==> config.mk <==
export PLATFORM = sky130hd
export DESIGN_NAME = multicycle_control
export DESIGN_NICKNAME = d
export VERILOG_FILES = /design/src/rtl/multicycle_control.sv
export SDC_FILE = /design/constraint.sdc
export NUM_CORES = 1
export LEC_CHECK = 0
export ABC_AREA = 1
export ABC_CLOCK_PERIOD_IN_PS = 1600
export BUFFER_PORTS_ARGS = -buffer_cell sky130_fd_sc_hd__buf_2
export CORE_UTILIZATION = 47
export DETAILED_ROUTE_END_ITERATION = 16
export GPL_ROUTABILITY_DRIVEN = 1
export PLACE_DENSITY = 0.8
export SETUP_SLACK_MARGIN = 0.4
export SYNTH_ARGS = -nofsm -noshare
export SYNTH_HDL_FRONTEND = slang
export SYNTH_SLANG_ARGS = --single-unit
==> constraint.sdc <==
create_clock -name clk -period 1.6 [get_ports clk]
set_input_delay 0.16 -clock clk [delete_from_list [all_inputs] [get_ports clk]]
set_output_delay 0.16 -clock clk [all_outputs]
set_load 0.005 [all_outputs]
==> src/rtl/multicycle_control.sv <==
// Multicycle RV32I control FSM: sequences fetch/decode/execute/memory/writeback, with a
// timed memory handshake, illegal-instruction trapping and a registered retire pulse.
module multicycle_control #(
    parameter int unsigned INSTR_WIDTH   = 32,
    parameter int unsigned ALUCTRL_WIDTH = 4,
    parameter int unsigned MEM_TIMEOUT   = 16
) (
    input  logic                     clk,
    input  logic                     rst,
    input  logic [INSTR_WIDTH-1:0]   instr,
    input  logic                     Zero,
    input  logic                     mem_ready,
    output logic                     mem_req,
    output logic                     MemWrite,
    output logic                     AdrSrc,
    output logic                     IRWrite,
    output logic                     PCWrite,
    output logic                     RegWrite,
    output logic [1:0]               ALUSrcA,
    output logic [1:0]               ALUSrcB,
    output logic [ALUCTRL_WIDTH-1:0] ALUctrl,
    output logic [2:0]               IMMsrc,
    output logic [1:0]               ResultSrc,
    output logic                     instr_done,
    output logic                     trap,
    output logic [1:0]               trap_cause
);

    localparam int unsigned WaitW = $clog2(MEM_TIMEOUT);

    localparam logic [6:0] OpReg    = 7'b0110011;
    localparam logic [6:0] OpImm    = 7'b0010011;
    localparam logic [6:0] OpLoad   = 7'b0000011;
    localparam logic [6:0] OpStore  = 7'b0100011;
    localparam logic [6:0] OpBranch = 7'b1100011;
    localparam logic [6:0] OpJal    = 7'b1101111;
    localparam logic [6:0] OpJalr   = 7'b1100111;
    localparam logic [6:0] OpLui    = 7'b0110111;
    localparam logic [6:0] OpAuipc  = 7'b0010111;

    localparam logic [ALUCTRL_WIDTH-1:0] AluAdd   = ALUCTRL_WIDTH'(0);
    localparam logic [ALUCTRL_WIDTH-1:0] AluSub   = ALUCTRL_WIDTH'(1);
    localparam logic [ALUCTRL_WIDTH-1:0] AluAnd   = ALUCTRL_WIDTH'(2);
    localparam logic [ALUCTRL_WIDTH-1:0] AluOr    = ALUCTRL_WIDTH'(3);
    localparam logic [ALUCTRL_WIDTH-1:0] AluXor   = ALUCTRL_WIDTH'(4);
    localparam logic [ALUCTRL_WIDTH-1:0] AluSlt   = ALUCTRL_WIDTH'(5);
    localparam logic [ALUCTRL_WIDTH-1:0] AluSltu  = ALUCTRL_WIDTH'(6);
    localparam logic [ALUCTRL_WIDTH-1:0] AluSll   = ALUCTRL_WIDTH'(7);
    localparam logic [ALUCTRL_WIDTH-1:0] AluSrl   = ALUCTRL_WIDTH'(8);
    localparam logic [ALUCTRL_WIDTH-1:0] AluSra   = ALUCTRL_WIDTH'(9);
    localparam logic [ALUCTRL_WIDTH-1:0] AluPassB = ALUCTRL_WIDTH'(10);

    localparam logic [2:0] ImmI = 3'd0;
    localparam logic [2:0] ImmS = 3'd1;
    localparam logic [2:0] ImmB = 3'd2;
    localparam logic [2:0] ImmU = 3'd3;
    localparam logic [2:0] ImmJ = 3'd4;

    localparam logic [1:0] SrcAPc    = 2'b00;
    localparam logic [1:0] SrcAOldPc = 2'b01;
    localparam logic [1:0] SrcARs1   = 2'b10;
    localparam logic [1:0] SrcBRs2   = 2'b00;
    localparam logic [1:0] SrcBImm   = 2'b01;
    localparam logic [1:0] SrcBFour  = 2'b10;
    localparam logic [1:0] ResAluOut = 2'b00;
    localparam logic [1:0] ResMdr    = 2'b01;
    localparam logic [1:0] ResAlu    = 2'b10;

    localparam logic [1:0] CauseIllegal = 2'b01;
    localparam logic [1:0] CauseTimeout = 2'b10;

    typedef enum logic [3:0] {
        StFetch, StDecode, StExecR, StExecI, StLui, StAluWb, StMemAdr, StMemRd,
        StMemWr, StMemWb, StBranch, StJal, StJalr, StJumpLink, StTrap
    } state_e;

    state_e           state_q, state_d, dec_state;
    logic [WaitW-1:0] wait_q, wait_d;
    logic             trap_q, trap_d;
    logic [1:0]       cause_q, cause_d;
    logic             done_q, done_d;
    logic [2:0]       dec_imm;
    logic             waiting, timeout, taken;

    logic [6:0] opcode;
    logic [2:0] funct3;
    logic [6:0] funct7;
    logic       unused_instr;

    assign opcode       = instr[6:0];
    assign funct3       = instr[14:12];
    assign funct7       = instr[31:25];
    assign unused_instr = ^{instr[24:15], instr[11:7]};

    function automatic logic [ALUCTRL_WIDTH-1:0] alu_op(input logic [2:0] f3, input logic alt);
        case (f3)
            3'b000:  return alt ? AluSub : AluAdd;
            3'b001:  return AluSll;
            3'b010:  return AluSlt;
            3'b011:  return AluSltu;
            3'b100:  return AluXor;
            3'b101:  return alt ? AluSra : AluSrl;
            3'b110:  return AluOr;
            default: return AluAnd;
        endcase
    endfunction

    // Opcode/funct legality and DECODE successor; anything unrecognised lands in StTrap.
    always_comb begin
        dec_state = StTrap;
        dec_imm   = ImmI;
        case (opcode)
            OpReg: begin
                if (funct7 == 7'b0000000 ||
                    (funct7 == 7'b0100000 && (funct3 == 3'b000 || funct3 == 3'b101))) begin
                    dec_state = StExecR;
                end
            end
            OpImm: begin
                if (funct3 == 3'b001) begin
                    if (funct7 == 7'b0000000) dec_state = StExecI;
                end else if (funct3 == 3'b101) begin
                    if (funct7 == 7'b0000000 || funct7 == 7'b0100000) dec_state = StExecI;
                end else begin
                    dec_state = StExecI;
                end
            end
            OpLoad: begin
                if (funct3 inside {3'b000, 3'b001, 3'b010, 3'b100, 3'b101}) dec_state = StMemAdr;
            end
            OpStore: begin
                dec_imm = ImmS;
                if (funct3 <= 3'b010) dec_state = StMemAdr;
            end
            OpBranch: begin
                dec_imm = ImmB;
                if (funct3 != 3'b010 && funct3 != 3'b011) dec_state = StBranch;
            end
            OpJal: begin
                dec_imm   = ImmJ;
                dec_state = StJal;
            end
            OpJalr:  dec_state = StJalr;
            OpLui: begin
                dec_imm   = ImmU;
                dec_state = StLui;
            end
            OpAuipc: begin
                dec_imm   = ImmU;
                dec_state = StAluWb;
            end
            default: dec_state = StTrap;
        endcase
    end

    // bge/bgeu/beq take on Zero, the rest on !Zero.
    assign taken = funct3[2] ? (Zero == funct3[0]) : (Zero != funct3[0]);

    always_ff @(posedge clk) begin
        if (rst) begin
            state_q <= StFetch;
            wait_q  <= '0;
            trap_q  <= 1'b0;
            cause_q <= 2'b00;
            done_q  <= 1'b0;
        end else begin
            state_q <= state_d;
            wait_q  <= wait_d;
            trap_q  <= trap_d;
            cause_q <= cause_d;
            done_q  <= done_d;
        end
    end

    assign waiting = state_q inside {StFetch, StMemRd, StMemWr};
    assign timeout = waiting && !mem_ready && (wait_q == WaitW'(MEM_TIMEOUT - 1));

    always_comb begin
        state_d = state_q;
        cause_d = cause_q;
        case (state_q)
            StFetch:  if (mem_ready) state_d = StDecode;
            StDecode: begin
                state_d = dec_state;
                if (dec_state == StTrap) cause_d = CauseIllegal;
            end
            StExecR, StExecI, StLui:                   state_d = StAluWb;
            StAluWb, StMemWb, StBranch, StJumpLink:    state_d = StFetch;
            StMemAdr: state_d = opcode[5] ? StMemWr : StMemRd;
            StMemRd:  if (mem_ready) state_d = StMemWb;
            StMemWr:  if (mem_ready) state_d = StFetch;
            StJal, StJalr:                             state_d = StJumpLink;
            StTrap:   state_d = StTrap;
            default:  state_d = StFetch;
        endcase
        if (timeout) begin
            state_d = StTrap;
            cause_d = CauseTimeout;
        end
        trap_d = trap_q | (state_d == StTrap);
        done_d = (state_d == StFetch) &&
                 (state_q inside {StAluWb, StMemWr, StMemWb, StBranch, StJumpLink});
        wait_d = (waiting && !mem_ready && state_d == state_q) ? wait_q + WaitW'(1) : '0;
    end

    // Held quiet while rst is asserted so nothing is enabled during reset.
    always_comb begin
        mem_req   = 1'b0;
        MemWrite  = 1'b0;
        AdrSrc    = 1'b0;
        IRWrite   = 1'b0;
        PCWrite   = 1'b0;
        RegWrite  = 1'b0;
        ALUSrcA   = SrcAPc;
        ALUSrcB   = SrcBRs2;
        ALUctrl   = AluAdd;
        IMMsrc    = ImmI;
        ResultSrc = ResAluOut;
        if (!rst) begin
            case (state_q)
                StFetch: begin
                    mem_req = 1'b1;
                    ALUSrcB = SrcBFour;
                    if (mem_ready) begin
                        IRWrite   = 1'b1;
                        PCWrite   = 1'b1;
                        ResultSrc = ResAlu;
                    end
                end
                StDecode: begin
                    ALUSrcA = SrcAOldPc;
                    ALUSrcB = SrcBImm;
                    IMMsrc  = dec_imm;
                end
                StExecR: begin
                    ALUSrcA = SrcARs1;
                    ALUctrl = alu_op(funct3, funct7[5]);
                end
                StExecI: begin
                    ALUSrcA = SrcARs1;
                    ALUSrcB = SrcBImm;
                    ALUctrl = alu_op(funct3, funct7[5] && funct3 == 3'b101);
                end
                StLui: begin
                    ALUSrcB = SrcBImm;
                    IMMsrc  = ImmU;
                    ALUctrl = AluPassB;
                end
                StAluWb: RegWrite = 1'b1;
                StMemAdr: begin
                    ALUSrcA = SrcARs1;
                    ALUSrcB = SrcBImm;
                    IMMsrc  = opcode[5] ? ImmS : ImmI;
                end
                StMemRd: begin
                    mem_req = 1'b1;
                    AdrSrc  = 1'b1;
                end
                StMemWr: begin
                    mem_req  = 1'b1;
                    MemWrite = 1'b1;
                    AdrSrc   = 1'b1;
                end
                StMemWb: begin
                    RegWrite  = 1'b1;
                    ResultSrc = ResMdr;
                end
                StBranch: begin
                    ALUSrcA = SrcARs1;
                    ALUctrl = funct3[2] ? (funct3[1] ? AluSltu : AluSlt) : AluSub;
                    PCWrite = taken;
                end
                StJal: PCWrite = 1'b1;
                StJalr: begin
                    ALUSrcA   = SrcARs1;
                    ALUSrcB   = SrcBImm;
                    PCWrite   = 1'b1;
                    ResultSrc = ResAlu;
                end
                StJumpLink: begin
                    RegWrite  = 1'b1;
                    ResultSrc = ResAlu;
                    ALUSrcB   = SrcBFour;
                end
                default: ;
            endcase
        end
    end

    assign instr_done = done_q;
    assign trap       = trap_q;
    assign trap_cause = cause_q;

endmodule

## After elaboration in Yosys (flattened, before gate mapping)

Index checks and enable logic that the tools add are counted.

| word-level totals | value |
|---|---|
| register bits | 12 |
| input bits | 36 |
| word-level logic and storage cells | 135 |

| cells by class | value |
|---|---|
| add/subtract/negate cells | 1 |
| order comparisons | 1 |
| equality and inequality tests | 38 |
| mux-type cells | 53 |
| bitwise gates (word level) | 2 |
| reductions and logical operators | 34 |

Operators by type and width:

| cell | number |
|---|---|
| $pmux 4 s7 | 2 |
| $mux 4 | 13 |
| $eq 4x4->1 const B | 10 |
| $pmux 4 s9 | 1 |
| $pmux 4 s8 | 1 |
| $eq 7x6->1 const B | 4 |
| $eq 7x7->1 const B | 3 |
| $mux 1 | 18 |
| $eq 4x3->1 const B | 4 |
| $mux 2 | 8 |
| $pmux 4 s4 | 1 |
| $eq 7x5->1 const B | 2 |
| $reduce_or 2->1 | 7 |
| $pmux 3 s4 | 1 |
| $reduce_bool 5->1 | 2 |
| $reduce_or 5->1 | 2 |
| $eq 3x3->1 const B | 3 |
| $mux 3 | 3 |
| $pmux 3 s3 | 1 |
| $reduce_or 3->1 | 3 |
| $eq 4x2->1 const B | 2 |
| $logic_not 4->1 | 2 |
| $pmux 2 s2 | 2 |
| $eq 7x2->1 const B | 1 |
| 21 further kinds | 33 |

## Logic depth before layout (Yosys ltp)

| logic depth | value |
|---|---|
| depth in word-level cells | 12 |
| depth in mapped cells | 13 |

## Least setup slack after synthesis

Ideal clock, no wire load.

| path | value |
|---|---|
| kind | register -> register |
| start point | register state_q[1] |
| end point | register wait_q[2] |
| library setup time | 0.116 ns |
| data arrival time | 1.287 ns |
| required time | 1.484 ns |
| path slack | 0.197 ns |
| cell stages (with the launch flop) | 12 |
| clock period less this slack | 1.403 ns |
| cells stage by stage | dfxtp_1 -> nand2_2 -> nor2_2 -> a21oi_2 -> nand2_2 -> nand2_2 -> inv_2 -> nand4_4 -> nand2_1 -> nand2_1 -> nand3_2 -> nor2_1 |

| on the way | value |
|---|---|
| cells in the longest elaborated chain, start to end | 9 |

Ends and longest elaborated chain:

| what | RTL line | source |
|---|---|---|
| from (decl) | 77 | `state_e state_q, state_d, dec_state;` |
| from (signal assigned) | 161 | `state_q <= StFetch;` |
| from (signal assigned) | 167 | `state_q <= state_d;` |
| branches (longest 6 deep; another with $pmux 4 s8) | -- |  |
| $logic_and 1x1->1 * | 203 | `wait_d = (waiting && !mem_ready && state_d == state_q) ? wait_q + WaitW'(1) : '0;` |
| $not 1->1 (no line) * | -- |  |
| $reduce_or 2->1 (no line) * | -- |  |
| to (signal assigned) | 168 | `wait_q <= wait_d;` |
| to (decl) | 78 | `logic [WaitW-1:0] wait_q, wait_d;` |

Every way passes the cells marked *.
A chain may end at the register's enable or synchronous reset.

## Worst setup path after layout

| path | value |
|---|---|
| start point | register state_q[3] |
| end point | output IMMsrc[0] |

| on the way | value |
|---|---|
| cells in the longest elaborated chain, start to end | 3 |

Ends and longest elaborated chain:

| what | RTL line | source |
|---|---|---|
| $eq 4x3->1 / $eq 4x1->1 (equally long branches) | 220 | `case (state_q)` |
| $pmux 3 s3 * | 220 |  |
| $mux 3 * | 219 | `if (!rst) begin` |
| to (decl) | 22 | `output logic [2:0] IMMsrc,` |

Every way passes the cells marked *; elsewhere a longest branch is shown, timed or not.

==> impl_metrics.ini <==
[routing]
first_iter_violations = 180
drtPass1Iterations = 7
via_per_inst = 5.98
drt-wirelength-per-cell_um = 16.6
wirelength_um = 5920
ant_nets = 0
vias = 2130
drc = 0

[synth]
syn-num-nets = 286
yosysUniqueCellTypes = 32
ys_seq_area_frac = 0.182
postSynthCellCount = 249
postSynthAreaPerCell_um2 = 5.30
ys_warn_count = 0
synth_area_um2 = 1320
synth_seq_cells = 12

[clocking]
clockRootBuffer = clkbuf_4
numCtsBuffers = 3
path_clk_slew_ps = 70
insertion_delay_ps = 270
cts_max_path_buffers = 2
cts_tree = done
htreeDepth = 1
clock_sinks = 12

[grt]
grt_usage = 0.311
grt_pass1_wl_um = 6590
grt_pass1_vias = 1583
antenna_found_initial = 0
grt_overflow_total = 0
grt_max_degree = 18

[power_and_ir_drop]
power_density_nw_per_um2 = 1430
cellLeakagePower_nw = 1.19
power_mw = 3.17
ir_drop_uv = 2030

[worst_setup_path]
cp_slowest_stage_delay_ps = 390
worstPathRequired_ps = 1440
path_max_fanout = 5
arrival_ps = 1610
critPathSlowestCell = dfxtp_4
worst_setup_path_start_kind = register
crit_type = register to primary output
end_kind = primary output
crit_path_cell_trace = nor2_4 > buf_4 > buf_6 > nand2_8 > a21oi_4 > nor3_2 > nor2_1 > buf_2

[sta]
period_needed_ps = 1770
maxSlewHeadroom = 0.719
max_clock_freq_mhz = 565
finalClockSkew_ps = 5.96
hold_ws_ps = 376
hold_violations = 0
period_share = 1.11
finalWorstSetupSlack_ps = -170
setup_violations = 22
slew_viol_final = 0
worst_slew_pin_slew_ps = 419
rsz0062_at_grt = true

[floorplanning]
boundaryPins = 59
fp-row-count = 18
die_y_um = 55.0
coreArea_um2 = 2570
die-area_um2 = 3020
die_x_um = 55.0
initial_core_util = 0.514

[cells_and_area]
final_nets = 364
layout-drive-gt1-share = 0.451
instances_no_fill = 356
layout_commonest_cell = nand2_1
areaGrowthSynthToFinish_pct = 68.1
n_antenna_cell = 0
fin_util = 0.864
layout_common_cells = nand2_1, buf_2, nor2_1

[placed_design]
numPortBuffers = 43
dp_cells = 320
pre_cts_slack_ps = 23.8
dp_hpwl_um = 2650
globalplace.congestion = 0.906

[worst_hold_path]
hp-class = input port to register

[flow_run]
maxCapViolCount = 0

[outcome]
status = finished, violations left
violations = negative setup slack
-- area by class of cell --
cell class	count	area, µm²
clock buffer	4	36.3
fill	126	349
inverter	41	174
multi-input combinational	191	1190
sequential	12	255
tap	30	37.5
timing repair buffer	78	522
-- layer usage --
layer | wire, µm | vias to the layer above | track usage
met5 | 0 | - | 0
met3 | 607 | 74 | 0.0492
met2 | 2630 | 207 | 0.546
met4 | 538 | 0 | 0.183
met1 | 2150 | 913 | 0.350
li1 | - | 936 | -
-- path summary, 6_finish.rpt --
kind,from,cells past startpoint,slack [ps],to
setup / recovery,state_q[3],8,-170,IMMsrc[0]
hold reg to reg,wait_q[0],1,440,wait_q[0]
hold / removal,rst,3,380,trap_cause[1]
setup reg to reg,state_q[3],12,-90,wait_q[2]
-- cell usage after synthesis --
| library cell | instances | area, µm² |
|---|---|---|
| nand2_1 | 69 | 259 |
| nor2_1 | 50 | 188 |
| inv_1 | 33 | 124 |
| nand3_1 | 16 | 80.1 |
| dfxtp_1 | 12 | 240 |
| a21oi_1 | 11 | 55.1 |
| nor2_2 | 7 | 43.8 |
| inv_2 | 6 | 22.5 |
| nor3_1 | 5 | 25.0 |
| o21ai_0 | 5 | 25.0 |
| nand2_2 | 4 | 25.0 |
| o21ai_1 | 4 | 20.0 |
| a31oi_1 | 3 | 18.8 |
| clkbuf_1 | 3 | 11.3 |
| clkinv_1 | 2 | 7.51 |
| nand4_1 | 2 | 12.5 |
| xnor2_1 | 2 | 17.5 |
| a211oi_2 | 1 | 12.5 |
| a21oi_2 | 1 | 8.76 |
| a22o_1 | 1 | 8.76 |
| a22oi_1 | 1 | 7.51 |
| a32oi_1 | 1 | 8.76 |
| and2_1 | 1 | 6.26 |
| buf_2 | 1 | 5.00 |
| clkbuf_2 | 1 | 5.00 |
| ha_1 | 1 | 12.5 |
| nand3_2 | 1 | 10.0 |
| nand4_4 | 1 | 21.3 |
| nor3_2 | 1 | 10.0 |
| nor4_2 | 1 | 12.5 |
| o21a_1 | 1 | 7.51 |
| xor2_1 | 1 | 8.76 |
-- metrics by stage --
step                setup TNS, ps  area, µm²
finish                      -1630       2220
CTS                         -89.0       2030
global route                -3570       2220
floorplan                       0       1370
global placement                0       1620
detailed placement              0       1620
-- critical path: cells and delay by family (launching register included) --
family	cells	cell delay [ps]
compound gates	1	140
buf+inv	3	390
flops	1	390
simple gates	4	430
-- logic make-up after synthesis --
logic type      count (synthesis)  synth area share
compound gates                 29             0.131
simple gates                  158             0.525
fa+ha+maj                       1           0.00948
xor+xnor                        3            0.0199
buf+inv                        46             0.133
flops                          12             0.182
-- registers in the layout (all words and copies together), names as in the netlist --
| signal | flops |
|---|---|
| instr_done | 1 |
| trap_cause | 2 |
| trap | 1 |
| wait_q | 4 |
| state_q | 4 |
-- power breakdown --
group / internal [mW] / switching (mW) / total (mW)
combinational: 1.04 / 1.36 / 2.40
clock: 0.138 / 0.0990 / 0.237
sequential: 0.394 / 0.136 / 0.530
total: 1.58 / 1.59 / 3.17
-- timing repair --
action / 4_1_cts / 5_1_grt
pin swaps: 23 / 23
hold buffers: 0 / 0
setup buffers: 24 / 8
setup endpoints to repair: 31 / 31
resized for setup: 48 / 35
Power figures use the tool's default switching activity.
